$ cat src/rtl/uart_rx_pkg.sv
// Shared types and constants for the UART receive capture block.
package uart_rx_pkg;

    typedef enum logic [2:0] {
        IDLE  = 3'd0,
        START = 3'd1,
        DATA  = 3'd2,
        STOP  = 3'd3,
        BREAK = 3'd4
    } rx_state_t;

    localparam logic [7:0] EOL_CHAR = 8'h0A;
    localparam int         CNT_W    = 16;

endpackage

$ cat src/rtl/uart_rx_fifo.sv
// First-word fall-through byte FIFO; head byte is visible while valid is high.
module uart_rx_fifo #(
    parameter int DEPTH = 16
) (
    input  logic       clk,
    input  logic       srst,
    input  logic       wr_en,
    input  logic [7:0] wr_data,
    output logic       wr_ok,
    output logic       full,
    input  logic       rd_en,
    output logic [7:0] rd_data,
    output logic       valid
);

    localparam int AW = (DEPTH > 1) ? $clog2(DEPTH) : 1;
    localparam int CW = AW + 1;
    localparam logic [CW-1:0] DEPTH_C = CW'(DEPTH);

    logic [7:0]    mem [DEPTH];
    logic [AW-1:0] wr_ptr_reg;
    logic [AW-1:0] rd_ptr_reg;
    logic [CW-1:0] count_reg;
    logic          pop;
    logic          push;

    assign valid = (count_reg != '0);
    assign full  = (count_reg == DEPTH_C);
    assign pop   = rd_en && valid;
    // A full FIFO still accepts a byte when the head leaves in the same cycle.
    assign push  = wr_en && (!full || pop);
    assign wr_ok = push;

    // Head read is combinational so a fresh byte falls through immediately.
    assign rd_data = valid ? mem[rd_ptr_reg] : 8'h00;

    always_ff @(posedge clk) begin
        if (push) begin
            mem[wr_ptr_reg] <= wr_data;
        end
    end

    always_ff @(posedge clk) begin
        if (srst) begin
            wr_ptr_reg <= '0;
            rd_ptr_reg <= '0;
            count_reg  <= '0;
        end else begin
            if (push) begin
                wr_ptr_reg <= wr_ptr_reg + AW'(1);
            end
            if (pop) begin
                rd_ptr_reg <= rd_ptr_reg + AW'(1);
            end
            case ({push, pop})
                2'b10:   count_reg <= count_reg + CW'(1);
                2'b01:   count_reg <= count_reg - CW'(1);
                default: count_reg <= count_reg;
            endcase
        end
    end

endmodule

$ cat src/rtl/uart_rx_capture.sv
// 8N1 UART receiver feeding a fall-through byte FIFO with framing-error,
// overflow and received-byte reporting.
module uart_rx_capture
    import uart_rx_pkg::*;
#(
    parameter int CLKS_PER_BIT = 32,
    parameter int FIFO_DEPTH   = 16
) (
    input  logic        clk,
    input  logic        rst,
    input  logic        rx_i,
    output logic [7:0]  data_o,
    output logic        valid_o,
    input  logic        ready_i,
    output logic        eol_o,
    output logic        frame_err_o,
    output logic        overflow_o,
    output logic [15:0] byte_cnt_o
);

    localparam logic [CNT_W-1:0] HALF_BIT = CNT_W'(CLKS_PER_BIT / 2 - 1);
    localparam logic [CNT_W-1:0] FULL_BIT = CNT_W'(CLKS_PER_BIT - 1);

    rx_state_t        state_reg, state_next;
    logic [CNT_W-1:0] cnt_reg, cnt_next;
    logic [2:0]       bit_idx_reg, bit_idx_next;
    logic [7:0]       shift_reg, shift_next;
    logic             rx_meta_reg;
    logic             rx_s_reg;
    logic [1:0]       settle_reg;
    logic             armed_reg;
    logic             byte_wr;
    logic             frame_err_next;
    logic             frame_err_reg;
    logic             overflow_reg;
    logic [15:0]      byte_cnt_reg;
    logic             fifo_wr_ok;
    logic             fifo_full;

    always_ff @(posedge clk) begin
        if (rst) begin
            rx_meta_reg <= 1'b1;
            rx_s_reg    <= 1'b1;
        end else begin
            rx_meta_reg <= rx_i;
            rx_s_reg    <= rx_meta_reg;
        end
    end

    // After reset the synchronizer holds forced ones; wait until it carries the
    // real line and that line is idle before a falling edge may start a frame.
    always_ff @(posedge clk) begin
        if (rst) begin
            settle_reg <= 2'b00;
            armed_reg  <= 1'b0;
        end else begin
            settle_reg <= {settle_reg[0], 1'b1};
            if (settle_reg[1] && rx_s_reg) begin
                armed_reg <= 1'b1;
            end
        end
    end

    always_ff @(posedge clk) begin
        if (rst) begin
            state_reg   <= IDLE;
            cnt_reg     <= '0;
            bit_idx_reg <= '0;
            shift_reg   <= '0;
        end else begin
            state_reg   <= state_next;
            cnt_reg     <= cnt_next;
            bit_idx_reg <= bit_idx_next;
            shift_reg   <= shift_next;
        end
    end

    always_comb begin
        state_next     = state_reg;
        cnt_next       = cnt_reg;
        bit_idx_next   = bit_idx_reg;
        shift_next     = shift_reg;
        byte_wr        = 1'b0;
        frame_err_next = 1'b0;
        case (state_reg)
            IDLE: begin
                if (armed_reg && !rx_s_reg) begin
                    cnt_next   = HALF_BIT;
                    state_next = START;
                end
            end
            START: begin
                if (cnt_reg == '0) begin
                    if (!rx_s_reg) begin
                        state_next   = DATA;
                        cnt_next     = FULL_BIT;
                        bit_idx_next = 3'd0;
                    end else begin
                        state_next = IDLE;
                    end
                end else begin
                    cnt_next = cnt_reg - CNT_W'(1);
                end
            end
            DATA: begin
                if (cnt_reg == '0) begin
                    shift_next = {rx_s_reg, shift_reg[7:1]};
                    cnt_next   = FULL_BIT;
                    if (bit_idx_reg == 3'd7) begin
                        state_next = STOP;
                    end else begin
                        bit_idx_next = bit_idx_reg + 3'd1;
                    end
                end else begin
                    cnt_next = cnt_reg - CNT_W'(1);
                end
            end
            STOP: begin
                if (cnt_reg == '0) begin
                    if (rx_s_reg) begin
                        byte_wr    = 1'b1;
                        state_next = IDLE;
                    end else begin
                        frame_err_next = 1'b1;
                        state_next     = BREAK;
                    end
                end else begin
                    cnt_next = cnt_reg - CNT_W'(1);
                end
            end
            BREAK: begin
                if (rx_s_reg) begin
                    state_next = IDLE;
                end
            end
            default: state_next = IDLE;
        endcase
    end

    uart_rx_fifo #(
        .DEPTH (FIFO_DEPTH)
    ) u_fifo (
        .clk     (clk),
        .srst    (rst),
        .wr_en   (byte_wr),
        .wr_data (shift_reg),
        .wr_ok   (fifo_wr_ok),
        .full    (fifo_full),
        .rd_en   (ready_i),
        .rd_data (data_o),
        .valid   (valid_o)
    );

    always_ff @(posedge clk) begin
        if (rst) begin
            frame_err_reg <= 1'b0;
            overflow_reg  <= 1'b0;
            byte_cnt_reg  <= '0;
        end else begin
            frame_err_reg <= frame_err_next;
            if (byte_wr && !fifo_wr_ok) begin
                overflow_reg <= 1'b1;
            end
            if (fifo_wr_ok) begin
                byte_cnt_reg <= byte_cnt_reg + 16'd1;
            end
        end
    end

    assign eol_o       = valid_o && (data_o == EOL_CHAR);
    assign frame_err_o = frame_err_reg;
    assign overflow_o  = overflow_reg;
    assign byte_cnt_o  = byte_cnt_reg;

    // fifo_full is only needed inside the FIFO's own accept decision.
    logic unused_full;
    assign unused_full = fifo_full;

endmodule

$ cat config.mk
export PLATFORM = sky130hd
export DESIGN_NAME = uart_rx_capture
export DESIGN_NICKNAME = d
export VERILOG_FILES = /design/src/rtl/uart_rx_pkg.sv /design/src/rtl/uart_rx_fifo.sv /design/src/rtl/uart_rx_capture.sv
export SDC_FILE = /design/constraint.sdc
export NUM_CORES = 1
export LEC_CHECK = 0
export CAP_MARGIN = 10
export CORE_UTILIZATION = 30
export CTS_CLUSTER_DIAMETER = 150
export CTS_CLUSTER_SIZE = 14
export DETAILED_ROUTE_END_ITERATION = 7
export REMOVE_ABC_BUFFERS = 1
export SLEW_MARGIN = 20
export SYNTH_ARGS = -nofsm -noshare
export SYNTH_HDL_FRONTEND = slang
export SYNTH_SLANG_ARGS = --single-unit
$ cat constraint.sdc
create_clock -name clk -period 2.75 [get_ports clk]
set_input_delay 0.55 -clock clk [delete_from_list [all_inputs] [get_ports clk]]
set_output_delay 0.55 -clock clk [all_outputs]
set_load 0.05 [all_outputs]
==> results of run 1 <==
timing repair:
item                                    CTS  global route
pin swaps                                 2             2
endpoints found under the setup margin    9            18
buffers inserted                          1             2
resized for setup                        14             5
kinds of logic after synthesis:
group | share of synthesized area, %
compound gates | 7.97
xor+xnor | 0.822
fa+ha+maj | 1.61
buf+inv | 2.93
flops | 61.5
mux | 12.5
simple gates | 12.7
metrics by stage:
step / power [mW] / setup slack [ps] / hold slack, ps / utilization [%]
floorplan: 4.82 / -1710 / 389 / -
global placement: 5.74 / -162 / 394 / 34.4
detailed placement: 5.75 / -181 / 394 / 34.4
CTS: 8.36 / -540 / 413 / 36.8
global route: 8.67 / -631 / 414 / 36.9
finish: 8.32 / -521 / 411 / 36.9
cell usage in the layout (no fill, tap or decap), drive strengths merged, types with 3 or more instances in the layout:
| cell | Yosys | layout |
|---|---|---|
| ha | 11 | 11 |
| or4 | 12 | 12 |
| o211ai | 5 | 5 |
| a31oi | 4 | 4 |
| nor2 | 47 | 47 |
| nand3 | 15 | 15 |
| nor2b | 4 | 4 |
| xnor2 | 6 | 6 |
| o31ai | 10 | 10 |
| nor4 | 9 | 9 |
| a221oi | 5 | 5 |
| o21ai | 24 | 24 |
| mux2i | 17 | 17 |
| and4 | 3 | 3 |
| mux4 | 37 | 37 |
| and2 | 13 | 13 |
| edfxtp | 128 | 128 |
| or3 | 17 | 17 |
| buf | 16 | 64 |
| nand4 | 10 | 10 |
| clkbuf | 15 | 17 |
| nor3 | 13 | 13 |
| a21oi | 37 | 37 |
| inv | 16 | 23 |
| nand2 | 19 | 19 |
| clkdlybuf4s50 | 0 | 20 |
| and3 | 7 | 7 |
| mux2 | 5 | 5 |
| a311oi | 3 | 3 |
| dfxtp | 70 | 70 |
| clkinv | 1 | 8 |
power by group:
group	switching, mW	internal, mW	total (mW)	leakage (nW)
logic	1.36	1.18	2.54	1.30
clock network	1.22	1.31	2.53	0.297
registers	0.0636	3.19	3.26	1.75
worst min-delay path by stage:
stage | from | endpoint | depth (start not counted)
finish | rx_meta_reg | rx_s_reg | 1
global route | rx_meta_reg | rx_s_reg | 1
CTS | rx_meta_reg | rx_s_reg | 1
detailed placement | rx_meta_reg | rx_s_reg | 1
global placement | rx_meta_reg | rx_s_reg | 1
floorplan | rx_meta_reg | rx_s_reg | 1
per-layer routing:
| metal | share of wire, % | routed length (um) |
|---|---|---|
| met5 | 0 | 0 |
| met4 | 0.86 | 159 |
| met3 | 3.8 | 706 |
| met2 | 48 | 8820 |
| met1 | 47 | 8740 |
layout make-up:
class / count / area share, %
inverter: 17 / 0.621
timing repair buffer: 84 / 7.71
clock inverter: 15 / 1.77
clock buffer: 17 / 4.14
sequential: 198 / 51.1
tap: 378 / 4.60
multi-input combinational: 363 / 30.1
critical path: cells and delay by family, from the launching register on:
kind / cells / cell delay, ps
flops: 1 / 360
mux: 2 / 1010
simple gates: 3 / 590
buf+inv: 2 / 320
==> run_results.csv, run 1 <==
group,metric,value,unit
finish,fillerInstances,2654,
cts,h-tree-depth,4,
sta,max-slew-margin-rel,45.3,%
setup_path,required,2200,ps
die,dieArea,29100,um2
setup_path,r2r-end,"u_fifo.count_reg[4]",
sta,finalClockSkew,10.1,ps
yosys,synthFlopType,"edfxtp_1",
setup_path,crit_path_cell_trace,"buf_12 -> mux4_2 -> mux4_2 -> nor2_2 -> nand4_1 -> nor4b_4 -> buf_12",
yosys,syn_area,8530,um2
detailed_routing,drt_first_iter_violations,356,
sta,rsz0062_at_grt,"yes",
yosys,syn-mean-instance-area,14.0,um2
die,num_rows,61,
sta,drv_slew,0,
finish,seq_area,5250,um2
cts,clockBufferDepth,2,
finish,multi_input_area,3090,um2
finish,largest_reg_flops,128,
cts,cts_hold_buf,0,
cts,clock_sinks,198,
sta,setup_viol,9,
grt,busiest_layer,"met2",
yosys,synth_top_cell_area_share,45.1,%
detailed_routing,num_vias,5316,
cts,numCtsBuffers,17,
placed_design,dpl_cell_area,9580,um2
grt,grt_pass1_vias,5246,
sta,hold_viol_final,0,
setup_path,reg2reg_from,"cnt_reg[0]",
sta,timing.setup.tns,-2290,ps
finish,final_area,10300,um2
placed_design,dp_hpwl,12.4,mm
placed_design,dp.cells,1037,
yosys,ys_seq_elements,198,
finish,layout.nets,696,
finish,drive_gt1_share,24.4,%
setup_path,arrival,2720,ps
sta,timing.final.crit_share,119,%
setup_path,cp_slowest_stage_delay,510,ps
grt,antenna_found_initial,0,
setup_path,cp_max_fo,8,
sta,setup_ws,-521,ps
sta,final.min_clock_period,3270,ps
detailed_routing,drt-wirelength-per-cell,17.2,um
die,die_h,171,um
yosys,synth-edff-count,128,
yosys,synth_common_cells,"edfxtp_1, dfxtp_1, nor2_1, a21oi_1, mux4_2",
placed_design,port_buffers,31,
setup_path,cp_slowest_cell,"mux4_2",
pwr,power_density,810,nW/um2
yosys,ys.warnings.count,0,
grt,use_met1,18.4,%
yosys,async_flop_share,0,%
min_path,worstHoldPathType,"reg -> reg",
outcome,status,"finished with violations",
cts,cts_tree,"yes",
yosys,synth_top_cells_by_area,"edfxtp_1, dfxtp_1, mux4_2, a21oi_1, nor2_1",
die,num_io_pins,32,
run,timing.max_cap.violations,0,
detailed_routing,firstDrtPassIters,4,
grt,grt_pass1_wl,29.4,mm
yosys,synth_top_area_cell,"edfxtp_1",
finish,area_delta_synth_final,20.5,%
placed_design,gp_congestion,0.768,
detailed_routing,drc,0,
sta,tightestPinTransition,818,ps
grt,grt-ovfl-total,0,
finish,final_cells,1072,
cts,root_buffer,"clkbuf_16",
setup_path,critPathKind,"reg -> out",
yosys,synth.distinct_cells,72,
setup_path,worst_setup_path_start_kind,"flop",
yosys,yosysMostFrequentCell,"edfxtp_1",
grt,grt_usage,13.4,%
detailed_routing,viasPerCell,4.96,
die,initial_core_util,30.6,%
yosys,synth_cells,609,
yosys,ys_seq_area_share,61.5,%
grt,grtUsageMet3,2.75,%
setup_path,regToRegSetupSlack,170,ps
pwr,leakage,3.35,nW
detailed_routing,wirelength,18.4,mm
die,die_w,171,um
outcome,violations,"setup timing",
cts,clk_latency,430,ps
die,coreArea,27900,um2
finish,n_antenna_cell,0,
cts,cts.clk_slew.worst_paths,80,ps
setup_path,end_kind,"output pin",
grt,grt_use_met2,21.5,%
pwr,ir_drop,0.435,mV
sta,max_clock_freq,306,MHz
detailed_routing,drtAntennaViolNets,0,
grt,grt_max_degree,34,
setup_path,rr_worst_depth,11,
setup_path,crit_path_end,"eol_o",
(Power assumes the default switching activity.)
==> run 2: changes to the inputs <==
- CORE_MARGIN: unset -> 1.5
==> run 2 against run 1 <==
Die area increased by 1.2%. Power increased by 0.53%. The flow still finishes with violations (setup timing). Sequential share of layout area decreased by 0.29 points. Wire length increased by 0.68%. Core utilization increased by 0.22 points. Critical path depth unchanged. Clock skew is 5.5 ps higher. Global-route usage decreased by 0.17 points. Worst hold slack improved by 8.2 ps.
==> run_results.csv, run 2 (synthesis results as in run 1) <==
group,metric,value,unit
detailed_routing,drt-wirelength-per-cell,17.2,um
detailed_routing,viasPerCell,4.96,
die,die_h,172,um
sta,final.min_clock_period,3240,ps
finish,layout.nets,700,
pwr,power_density,809,nW/um2
grt,antenna_found_initial,0,
sta,max-slew-margin-rel,44.7,%
finish,final_cell_mix,"edfxtp_1, dfxtp_1, buf_4",
placed_design,dp.cells,1039,
setup_path,arrival,2690,ps
grt,grt-ovfl-total,0,
sta,drv_slew,0,
placed_design,dpl_cell_area,9600,um2
sta,rsz0062_at_grt,"yes",
sta,hold_viol_final,0,
sta,hold_ws,419,ps
setup_path,crit_buf_inv,2,
sta,timing.final.crit_share,118,%
finish,drive_gt1_share,25.1,%
pwr,power,8.36,mW
setup_path,rr_worst_depth,11,
setup_path,critPathKind,"reg -> out",
setup_path,end_kind,"output pin",
placed_design,place_worst_setup_slack,-160,ps
pwr,leakage,3.36,nW
grt,grt_usage,13.2,%
outcome,status,"finished with violations",
die,num_rows,61,
detailed_routing,firstDrtPassIters,5,
cts,clock_sinks,198,
finish,fillerInstances,2632,
sta,setup_ws,-493,ps
finish,mostFrequentLayoutCell,"edfxtp_1",
setup_path,cp_slowest_stage_delay,510,ps
sta,finalClockSkew,15.5,ps
detailed_routing,wirelength,18.6,mm
die,num_io_pins,32,
grt,grt_pass1_vias,5235,
pwr,ir_drop,0.343,mV
detailed_routing,num_vias,5346,
sta,setup_viol,8,
cts,h-tree-depth,4,
die,coreArea,27900,um2
min_path,hold_path_end,"rx_s_reg",
min_path,worstHoldPathType,"reg -> reg",
finish,final_core_util,37.1,%
setup_path,cp_max_fo,6,
setup_path,regToRegSetupSlack,170,ps
detailed_routing,drc,0,
min_path,whs_path_depth,1,
detailed_routing,drtAntennaViolNets,0,
die,die_w,172,um
cts,numCtsBuffers,17,
setup_path,path_delay_family,"multiplexers",
sta,max_clock_freq,308,MHz
finish,area_delta_synth_final,21.2,%
outcome,violations,"setup timing",
placed_design,dp_hpwl,12.5,mm
finish,final_cells,1077,
cts,root_buffer,"clkbuf_16",
sta,timing.setup.tns,-2090,ps
placed_design,gp_congestion,0.808,
grt,grt_max_degree,35,
cts,cts_tree,"yes",
placed_design,port_buffers,31,
cts,clk_latency,440,ps
cts,clockBufferDepth,2,
min_path,min-delay-start,"rx_meta_reg",
setup_path,worst_setup_path_start_kind,"flop",
die,dieArea,29400,um2
finish,largest_reg_flops,128,
die,initial_core_util,30.6,%
run,timing.max_cap.violations,0,
detailed_routing,drt_first_iter_violations,478,
setup_path,crit_path_cell_trace,"buf_8 -> mux4_2 -> mux4_2 -> nor2_2 -> nand4_1 -> nor4b_4 -> buf_12",
setup_path,required,2200,ps
finish,final_area,10300,um2
cts,cts.clk_slew.worst_paths,70,ps
setup_path,reg2reg_from,"cnt_reg[0]",
setup_path,cp_slowest_cell,"mux4_2",
sta,tightestPinTransition,826,ps
grt,grt_pass1_wl,29.5,mm
setup_path,crit_top_cell,"mux4_2",
setup_path,r2r-end,"u_fifo.count_reg[4]",
[run 2: cell count changes in the layout (fill, tap and decap cells not counted), sizes merged]
| cell | change |
|---|---|
| bufinv | -1 |
| clkinv | -2 |
| clkbuf | +2 |
| clkinvlp | +2 |
| diode | +1 |
| buf | +3 |
[run 2: where the power goes]
group,internal [mW],leakage (nW),switching (mW)
combinational,1.29,1.33,1.36
sequential,3.20,1.75,0.0595
clock,1.22,0.279,1.24
total,5.70,3.36,2.66
[run 2: area by class of cell]
class	count	area (um2)	area share (%)
Sequential cell	198	5250	50.8
Multi-Input combinational cell	363	3100	30.0
Timing Repair Buffer	88	863	8.35
Tap cell	378	473	4.58
Clock buffer	18	429	4.15
Clock inverter	14	151	1.46
Inverter	17	63.8	0.617
Antenna cell	1	2.50	0.0242
[run 2: worst max path at each step]
stage          start     to  cells past startpoint
2_1_floorplan   flop  eol_o                      5
3_3_place_gp    flop  eol_o                      7
3_5_place_dp    flop  eol_o                      7
4_1_cts         flop  eol_o                      7
5_1_grt         flop  eol_o                      7
6_report        flop  eol_o                      7
[run 2: routing by layer]
metal  part of all wire (%)  GRT usage (%)  up-vias
met5                      0              0        -
met2                     47           20.9       99
li1                       -              -     2540
met3                    4.1           2.76       14
met1                     48           18.2     2693
met4                   0.97           4.12        0
[run 2: repair_timing]
item                                    in CTS  in global routing
hold buffers                                 0                  0
endpoints found under the setup margin       9                 37
setup buffers                                2                  3
gates cloned                                 0                  1
gates resized for setup                     12                 17
pin swaps                                    3                  0
